[config.mk]
export PLATFORM = sky130hd
export DESIGN_NAME = shift_normalizer
export DESIGN_NICKNAME = d
export VERILOG_FILES = /design/src/rtl/shift_normalizer_pkg.sv /design/src/rtl/shift_normalizer_norm_step.sv /design/src/rtl/shift_normalizer.sv
export SDC_FILE = /design/constraint.sdc
export NUM_CORES = 1
export LEC_CHECK = 0
export ABC_CLOCK_PERIOD_IN_PS = 8200
export BUFFER_PORTS_ARGS = -buffer_cell sky130_fd_sc_hd__buf_4
export CAP_MARGIN = 20
export CORE_ASPECT_RATIO = 1.4
export CORE_MARGIN = 2
export CORE_UTILIZATION = 63
export DETAILED_ROUTE_END_ITERATION = 6
export PLACE_DENSITY = 0.93
export RECOVER_POWER = 25
export SYNTH_ARGS = -nofsm -noshare
export SYNTH_HDL_FRONTEND = slang
export SYNTH_SLANG_ARGS = --single-unit
[constraint.sdc]
create_clock -name clk -period 8.2 [get_ports clk]
set_input_delay 0 -clock clk [delete_from_list [all_inputs] [get_ports clk]]
set_output_delay 0 -clock clk [all_outputs]
set_load 0.02 [all_outputs]
[src/rtl/shift_normalizer_pkg.sv]
// Shared constants, FSM state type and mode encodings for the shift normalizer.
package shift_normalizer_pkg;

  localparam int unsigned WORD_W  = 32;
  localparam int unsigned SHAMT_W = 5;

  typedef enum logic [1:0] {
    ST_IDLE = 2'd0,
    ST_RUN  = 2'd1,
    ST_DONE = 2'd2
  } state_e;

  localparam logic MODE_LOGICAL = 1'b0;
  localparam logic MODE_ARITH   = 1'b1;

  localparam logic [2:0] LAST_STAGE = 3'd4;

endpackage

[src/rtl/shift_normalizer_norm_step.sv]
// One binary-search normalization stage: test the top k (or k+1) bits and
// shift left by k when they carry no information.
module norm_step #(
  parameter int unsigned WIDTH   = 32,
  parameter int unsigned SHAMT_W = 5
) (
  input  logic [WIDTH-1:0]   value,
  input  logic [SHAMT_W-1:0] k,
  input  logic               mode,
  output logic [WIDTH-1:0]   shifted,
  output logic               take
);
  import shift_normalizer_pkg::*;

  logic [WIDTH-1:0]   ones;
  logic [WIDTH-1:0]   mask_k;
  logic [WIDTH-1:0]   mask_k1;
  logic [WIDTH-1:0]   top_k1;
  logic [SHAMT_W-1:0] k1;

  always_comb begin
    ones    = '1;
    k1      = k + SHAMT_W'(1);
    mask_k  = ~(ones >> k);
    mask_k1 = ~(ones >> k1);
    top_k1  = value & mask_k1;
    // Arithmetic mode keeps the sign bit, so k+1 equal bits are needed to drop k.
    if (mode == MODE_ARITH) begin
      take = (top_k1 == '0) || (top_k1 == mask_k1);
    end else begin
      take = ((value & mask_k) == '0);
    end
    shifted = take ? (value << k) : value;
  end

endmodule

[src/rtl/shift_normalizer.sv]
// Multi-cycle normalizer: five binary-search stages recover the left shift
// that removes leading zeros (logical) or redundant sign bits (arithmetic).
module shift_normalizer #(
  parameter int unsigned WIDTH   = 32,
  parameter int unsigned SHAMT_W = 5
) (
  input  logic               clk,
  input  logic               rst_n,
  input  logic               start,
  input  logic [WIDTH-1:0]   a,
  // 'type' is a reserved word in SystemVerilog, so the mode input is type_sel.
  input  logic               type_sel,
  output logic               busy,
  output logic               done,
  output logic [WIDTH-1:0]   out,
  output logic [SHAMT_W-1:0] shamt,
  output logic               zero
);
  import shift_normalizer_pkg::*;

  localparam logic [SHAMT_W-1:0] K0 = SHAMT_W'(WIDTH / 2);

  state_e             state_q, state_d;
  logic [2:0]         stage_q, stage_d;
  logic [WIDTH-1:0]   work_q,  work_d;
  logic               mode_q,  mode_d;
  logic [SHAMT_W-1:0] shamt_q, shamt_d;
  logic               zero_q,  zero_d;

  logic [SHAMT_W-1:0] step_k;
  logic [WIDTH-1:0]   step_shifted;
  logic               step_take;

  assign step_k = K0 >> stage_q;

  norm_step #(
    .WIDTH   (WIDTH),
    .SHAMT_W (SHAMT_W)
  ) u_step (
    .value   (work_q),
    .k       (step_k),
    .mode    (mode_q),
    .shifted (step_shifted),
    .take    (step_take)
  );

  always_comb begin
    state_d = state_q;
    stage_d = stage_q;
    work_d  = work_q;
    mode_d  = mode_q;
    shamt_d = shamt_q;
    zero_d  = zero_q;
    case (state_q)
      ST_IDLE, ST_DONE: begin
        if (start) begin
          work_d  = a;
          mode_d  = type_sel;
          shamt_d = '0;
          zero_d  = (a == '0);
          stage_d = '0;
          state_d = ST_RUN;
        end else begin
          state_d = ST_IDLE;
        end
      end
      ST_RUN: begin
        // step_k is a single power of two, so OR-ing it sets shamt bit (4-stage).
        if (step_take) begin
          work_d  = step_shifted;
          shamt_d = shamt_q | step_k;
        end
        if (stage_q == LAST_STAGE) begin
          stage_d = '0;
          state_d = ST_DONE;
        end else begin
          stage_d = stage_q + 3'd1;
        end
      end
      default: begin
        stage_d = '0;
        state_d = ST_IDLE;
      end
    endcase
  end

  always_ff @(posedge clk or negedge rst_n) begin
    if (!rst_n) begin
      state_q <= ST_IDLE;
      stage_q <= '0;
      work_q  <= '0;
      mode_q  <= MODE_LOGICAL;
      shamt_q <= '0;
      zero_q  <= 1'b0;
    end else begin
      state_q <= state_d;
      stage_q <= stage_d;
      work_q  <= work_d;
      mode_q  <= mode_d;
      shamt_q <= shamt_d;
      zero_q  <= zero_d;
    end
  end

  assign busy  = (state_q == ST_RUN);
  assign done  = (state_q == ST_DONE);
  assign out   = work_q;
  assign shamt = shamt_q;
  assign zero  = zero_q;

endmodule
# Word level (Yosys, flattened, before mapping)
# Cells that the tools add are included.
# op_classes
eq_ne,7
n_mux,13
bitwise_logic,5
n_addsub,2
reduce_logical,9
n_shift,4
# ops
op,count
logical NOT 32 bit,3
AND 32 bit,2
two-way mux 32 bit,2
NOT 32 bit,2
case mux 32 bit (2 select lines),1
right shift 32 x 5 -> 32 bit (first input constant),2
== test 32 bit,1
left shift 32 x 5 -> 32 bit,1
two-way mux 5 bit,2
case mux 5 bit (2 select lines),1
two-way mux 3 bit,2
case mux 3 bit (2 select lines),1
adder 5 x 1 -> 5 bit (second input constant),1
OR 5 bit,1
right shift 5 x 3 -> 5 bit (first input constant),1
!= test 2 x 1 -> 1 bit (second input constant),2
case mux 2 bit (2 select lines),1
adder 3 x 1 -> 3 bit (second input constant),1
== test 3 bit (second input constant),1
AND reduction 3 bit,1
== test 2 x 1 -> 1 bit (second input constant),1
== test 2 bit (second input constant),1
logical NOT 2 bit,1
two-way mux 1 bit,2
other kinds (6),6
# totals
out_inout_bits,40
reg_bits,44
word_cells,46

# Longest topological paths before layout
# logic_depth
word_depth,10
depth_mapped,18
ltp_nobuf,14

# By module
# A second synthesis with hierarchy kept.
# hier_totals
cells_unflattened,633
area_unflattened_um2,5549.1
# by_module_without_submodules
mod,instances,area_each_um2,cells_each,seq_area_each_um2
norm_step,1,3181.8,464,0.0
shift_normalizer,1,2367.3,169,1101.1

# Least setup slack after synthesis
# OpenSTA, ideal clock, no wires.
# synth_path
kind,register to register
start,register stage_q[0]
end,register work_q[20] (netlist: out[20])
synth_period_minus_slack_ns,3.920
stages_incl_launch_ff,15
arrival_ns,3.794
path_slack_ns,4.280
path_cell_list,dfrtp_1 inv_1 ha_1 or2b_2 clkbuf_1 clkbuf_1 ha_1 or2_2 a2111oi_0 and4bb_2 nand4b_1 o211ai_4 nor2_4 buf_6 a221o_1
# synth_via
elab_chain_cells,10
# synth_lines
element,line_no,text
start: declaration,shift_normalizer.sv:24,"logic [2:0] stage_q, stage_d;"
start signal: assignment,shift_normalizer.sv:97,stage_q <= stage_d;
right shift 5 x 3 -> 5 bit (*),shift_normalizer.sv:34,assign step_k = K0 >> stage_q;
adder 5 x 1 -> 5 bit,shift_normalizer_norm_step.sv:23,k1 = k + SHAMT_W'(1);
right shift 32 x 5 -> 32 bit,shift_normalizer_norm_step.sv:25,mask_k1 = ~(ones >> k1);
NOT 32 bit,shift_normalizer_norm_step.sv:25,
AND 32 bit,shift_normalizer_norm_step.sv:26,top_k1 = value & mask_k1;
== test 32 bit or logical NOT 32 bit (tied branches),shift_normalizer_norm_step.sv:29,take = (top_k1 == '0) || (top_k1 == mask_k1);
logical OR 1 bit,shift_normalizer_norm_step.sv:29,
two-way mux 1 bit,shift_normalizer_norm_step.sv:28,if (mode == MODE_ARITH) begin
!= test 2 x 1 -> 1 bit (no line),-,
AND reduction 3 bit (no line),-,
end signal: assignment,shift_normalizer.sv:98,work_q <= work_d;
end: declaration,shift_normalizer.sv:25,"logic [WIDTH-1:0] work_q, work_d;"
# Every way passes the cells marked *; elsewhere a longest branch is shown, timed or not. The select of a mux whose other input is x is not followed.
# A chain may end at the register's enable or synchronous reset.

# Worst setup path in the final report
# layout_path
start,register stage_q[0]
end,register work_q[15] (netlist: out[15])
# Same word-level chain as after synthesis.

==> out/metrics.cfg <==
[setup_path]
cp_cell_sequence=inv_1 > ha_1 > buf_4 > or2b_2 > inv_2 > ha_1 > nor3b_1 > nor4b_1 > a2111oi_0 > and4bb_2 > nand4b_1 > o211ai_4 > nor2_4 > mux2_2
critPathLaunchType=flip-flop
cpMostUsedCell=ha_1
max_stage_delay_ns=0.72
end_kind=flip-flop
cpMaxStageDelayCell=nor2_4
cp_data_required_time_ns=8.40
crit_fanout=25
worstPathArrival_ns=5.35
path_class=reg2reg

[status]
status=finished with violations
failed_checks=DRC, capacitance limit, slew limit

[routing]
routed_wl_mm=20.8
avgViaCountPerCell=7.69
wl_per_cell_um=27.7
drt_iter0_markers=947
dr.pass1.iters=7
remaining_drc_errors=2
antenna_left=0
vias=5784

[global_routing]
grt_max_degree=47
gr-total-overflow=0
grt_use_met1_pct=58.2
grt_use_met3_pct=12.9
grtUsageMet2_pct=75.9
grt_pass1_wl_mm=31.2
grt-busiest-layer=met2
grt_pass1_vias=5456
grtUsageTotal_pct=48.8
antenna_found_initial=0

[sta]
fin_tns_setup_ns=0
hold_viol=0
finalSetupViolCount=0
max_freq_ghz=0.194
slew_violations=45
fin_worst_skew_ns=0.0122
worstMarginPinSlew_ns=2.45
post-route-period-util_pct=62.8
rsz0062_at_grt=false
fin_crit_ns=5.15
hold_slack_ns=0.0118
slew_headroom_pct=-63.5

[clocking]
postCtsSetupRepairBufs=0
cts_buffers=5
clkSlewWorstSetupHoldPaths_ns=0.11
ctsHoldBuffers=8
clock_path_buffers=2
post_cts_resized=0
numClockSinks=44
cts_tree=built
cts.htree.levels=2
insertion_delay_ns=0.32
cts-root-buf=clkbuf_8

[logic_synthesis]
ys_seq_area_share_pct=22.4
ys_ff_latch=44
synthFlopType=dfrtp_1
yosysMostFrequentCell=nand2_1
netlist_area_sq_mm=0.00492
synth.area.top_cells=dfrtp_1 22%, mux2i_1 10%, o21ai_0 5.5%
syn_inst=605
synth.distinct_cells=72
yosysWarningCount=0
ys_top_cells_by_count=56 x nand2_1, 54 x o21ai_0, 50 x a21oi_1, 50 x mux2i_1, 44 x dfrtp_1
synth_edf_count=0
synth-async-reset-ratio_pct=100
syn-num-nets=654
synth_area_leader_cell=dfrtp_1
synth_top_cell_area_share_pct=22.4
syn_area_per_cell_sq_um=8.14

[floorplanning]
die_w_um=78.7
start_util_pct=64.3
fp.dieH_um=109
io_pins=76
num_rows=38
core-area_sq_mm=0.00765
die_area_sq_mm=0.00855

[layout]
fillers=604
final_util_pct=72.8
synthToLayoutAreaGrowth_pct=13.3
nets=700
fin_area_sq_mm=0.00558
antenna_cells=0
drive_above_1_share_pct=21.5

[flow_run]
maxCapViolations=1

[min_path]
hold_path.class=in2reg

[placement]
io_buffers=75
gp_congestion=1.07
placed_area_sq_mm=0.00541
dpl.hpwl_mm=14.6

[power]
power.leakage_nw=2.49
powerDensity_mw_per_mm2=526
vdd_drop_max_uv=328
finalPower_mw=2.93

[report_power, final]
group / switching [mW] / internal (mW) / total [mW]
sequential: 0.271 / 0.313 / 0.584
combinational: 1.37 / 0.824 / 2.20
clock: 0.0914 / 0.0623 / 0.154
total: 1.74 / 1.20 / 2.93
[flip-flops by register name, summed over array words and instances (netlist names)]
signal,flops
mode_q,1
out,32
shamt,5
stage_q,3
state_q,2
zero,1
[final timing paths]
| path | start | end | slack, ns | cells past startpoint |
|---|---|---|---|---|
| min reg2reg | shamt[1]$_DFFE_PN0P_ | shamt[1]$_DFFE_PN0P_ | 0.52 | 2 |
| max | stage_q[0]$_DFFE_PN0N_ | out[15]$_DFFE_PN0P_ | 3.05 | 14 |
| max reg2reg | stage_q[0]$_DFFE_PN0N_ | out[15]$_DFFE_PN0P_ | 3.05 | 14 |
| min in group asynchronous | rst_n | stage_q[1]$_DFFE_PN0N_ | 0.98 | 2 |
| max in group asynchronous | rst_n | out[17]$_DFFE_PN0P_ | 5.80 | 2 |
| min | a[23] | out[23]$_DFFE_PN0P_ | 0.01 | 4 |
[cell usage in the layout (no fill, tap or decap), types with 9 or more instances in the layout]
master / instances
nor2_1: 42
dfrtp_1: 44
o21ai_0: 54
ha_1: 13
nand2b_1: 17
nor2b_1: 12
a211oi_1: 10
mux4_2: 11
a21oi_1: 50
a22oi_1: 11
mux2_2: 24
mux2i_1: 50
inv_1: 18
nand2_1: 56
buf_4: 82
o22ai_1: 12
nand3_1: 9
[metal layers]
| layer | vias up | wire length (um) |
|---|---|---|
| li1 | 2366 | - |
| met1 | 2659 | 6810 |
| met5 | - | 0 |
| met2 | 575 | 9370 |
| met4 | 0 | 1940 |
| met3 | 184 | 2720 |
[stage by stage]
stage	std cells	worst slack, ns
3_3_place_gp	736	3.52
6_report	752	3.05
2_1_floorplan	605	4.28
3_5_place_dp	736	3.34
5_1_grt	752	2.93
4_1_cts	752	3.30
[logic make-up after synthesis]
kind of cell | count (synthesis) | share of synthesized area, %
compound gates | 207 | 28.0
fa+ha+maj | 13 | 3.30
buf+inv | 75 | 7.19
flops | 44 | 22.4
mux | 85 | 20.7
simple gates | 181 | 18.5
[worst max-delay path: cells and delay by family, from the launching register on]
kind / cells / cell delay [ns]
muxes: 1 / 0.42
AOI/OAI and AO/OA: 2 / 0.36
DFF: 1 / 0.44
buffers and inverters: 3 / 0.79
adders and majority gates: 2 / 0.61
and+or+nand+nor: 6 / 2.34
[final cells by class]
cell class | instances | area [sq um] | share of cell area, %
sequential | 44 | 1100 | 19.7
clock inverter | 3 | 25.0 | 0.449
multi-input combinational | 486 | 3470 | 62.2
timing repair buffer | 91 | 699 | 12.5
tap | 100 | 125 | 2.24
clock buffer | 5 | 68.8 | 1.23
inverter | 23 | 88.8 | 1.59
Power figures use the tool's default switching activity.
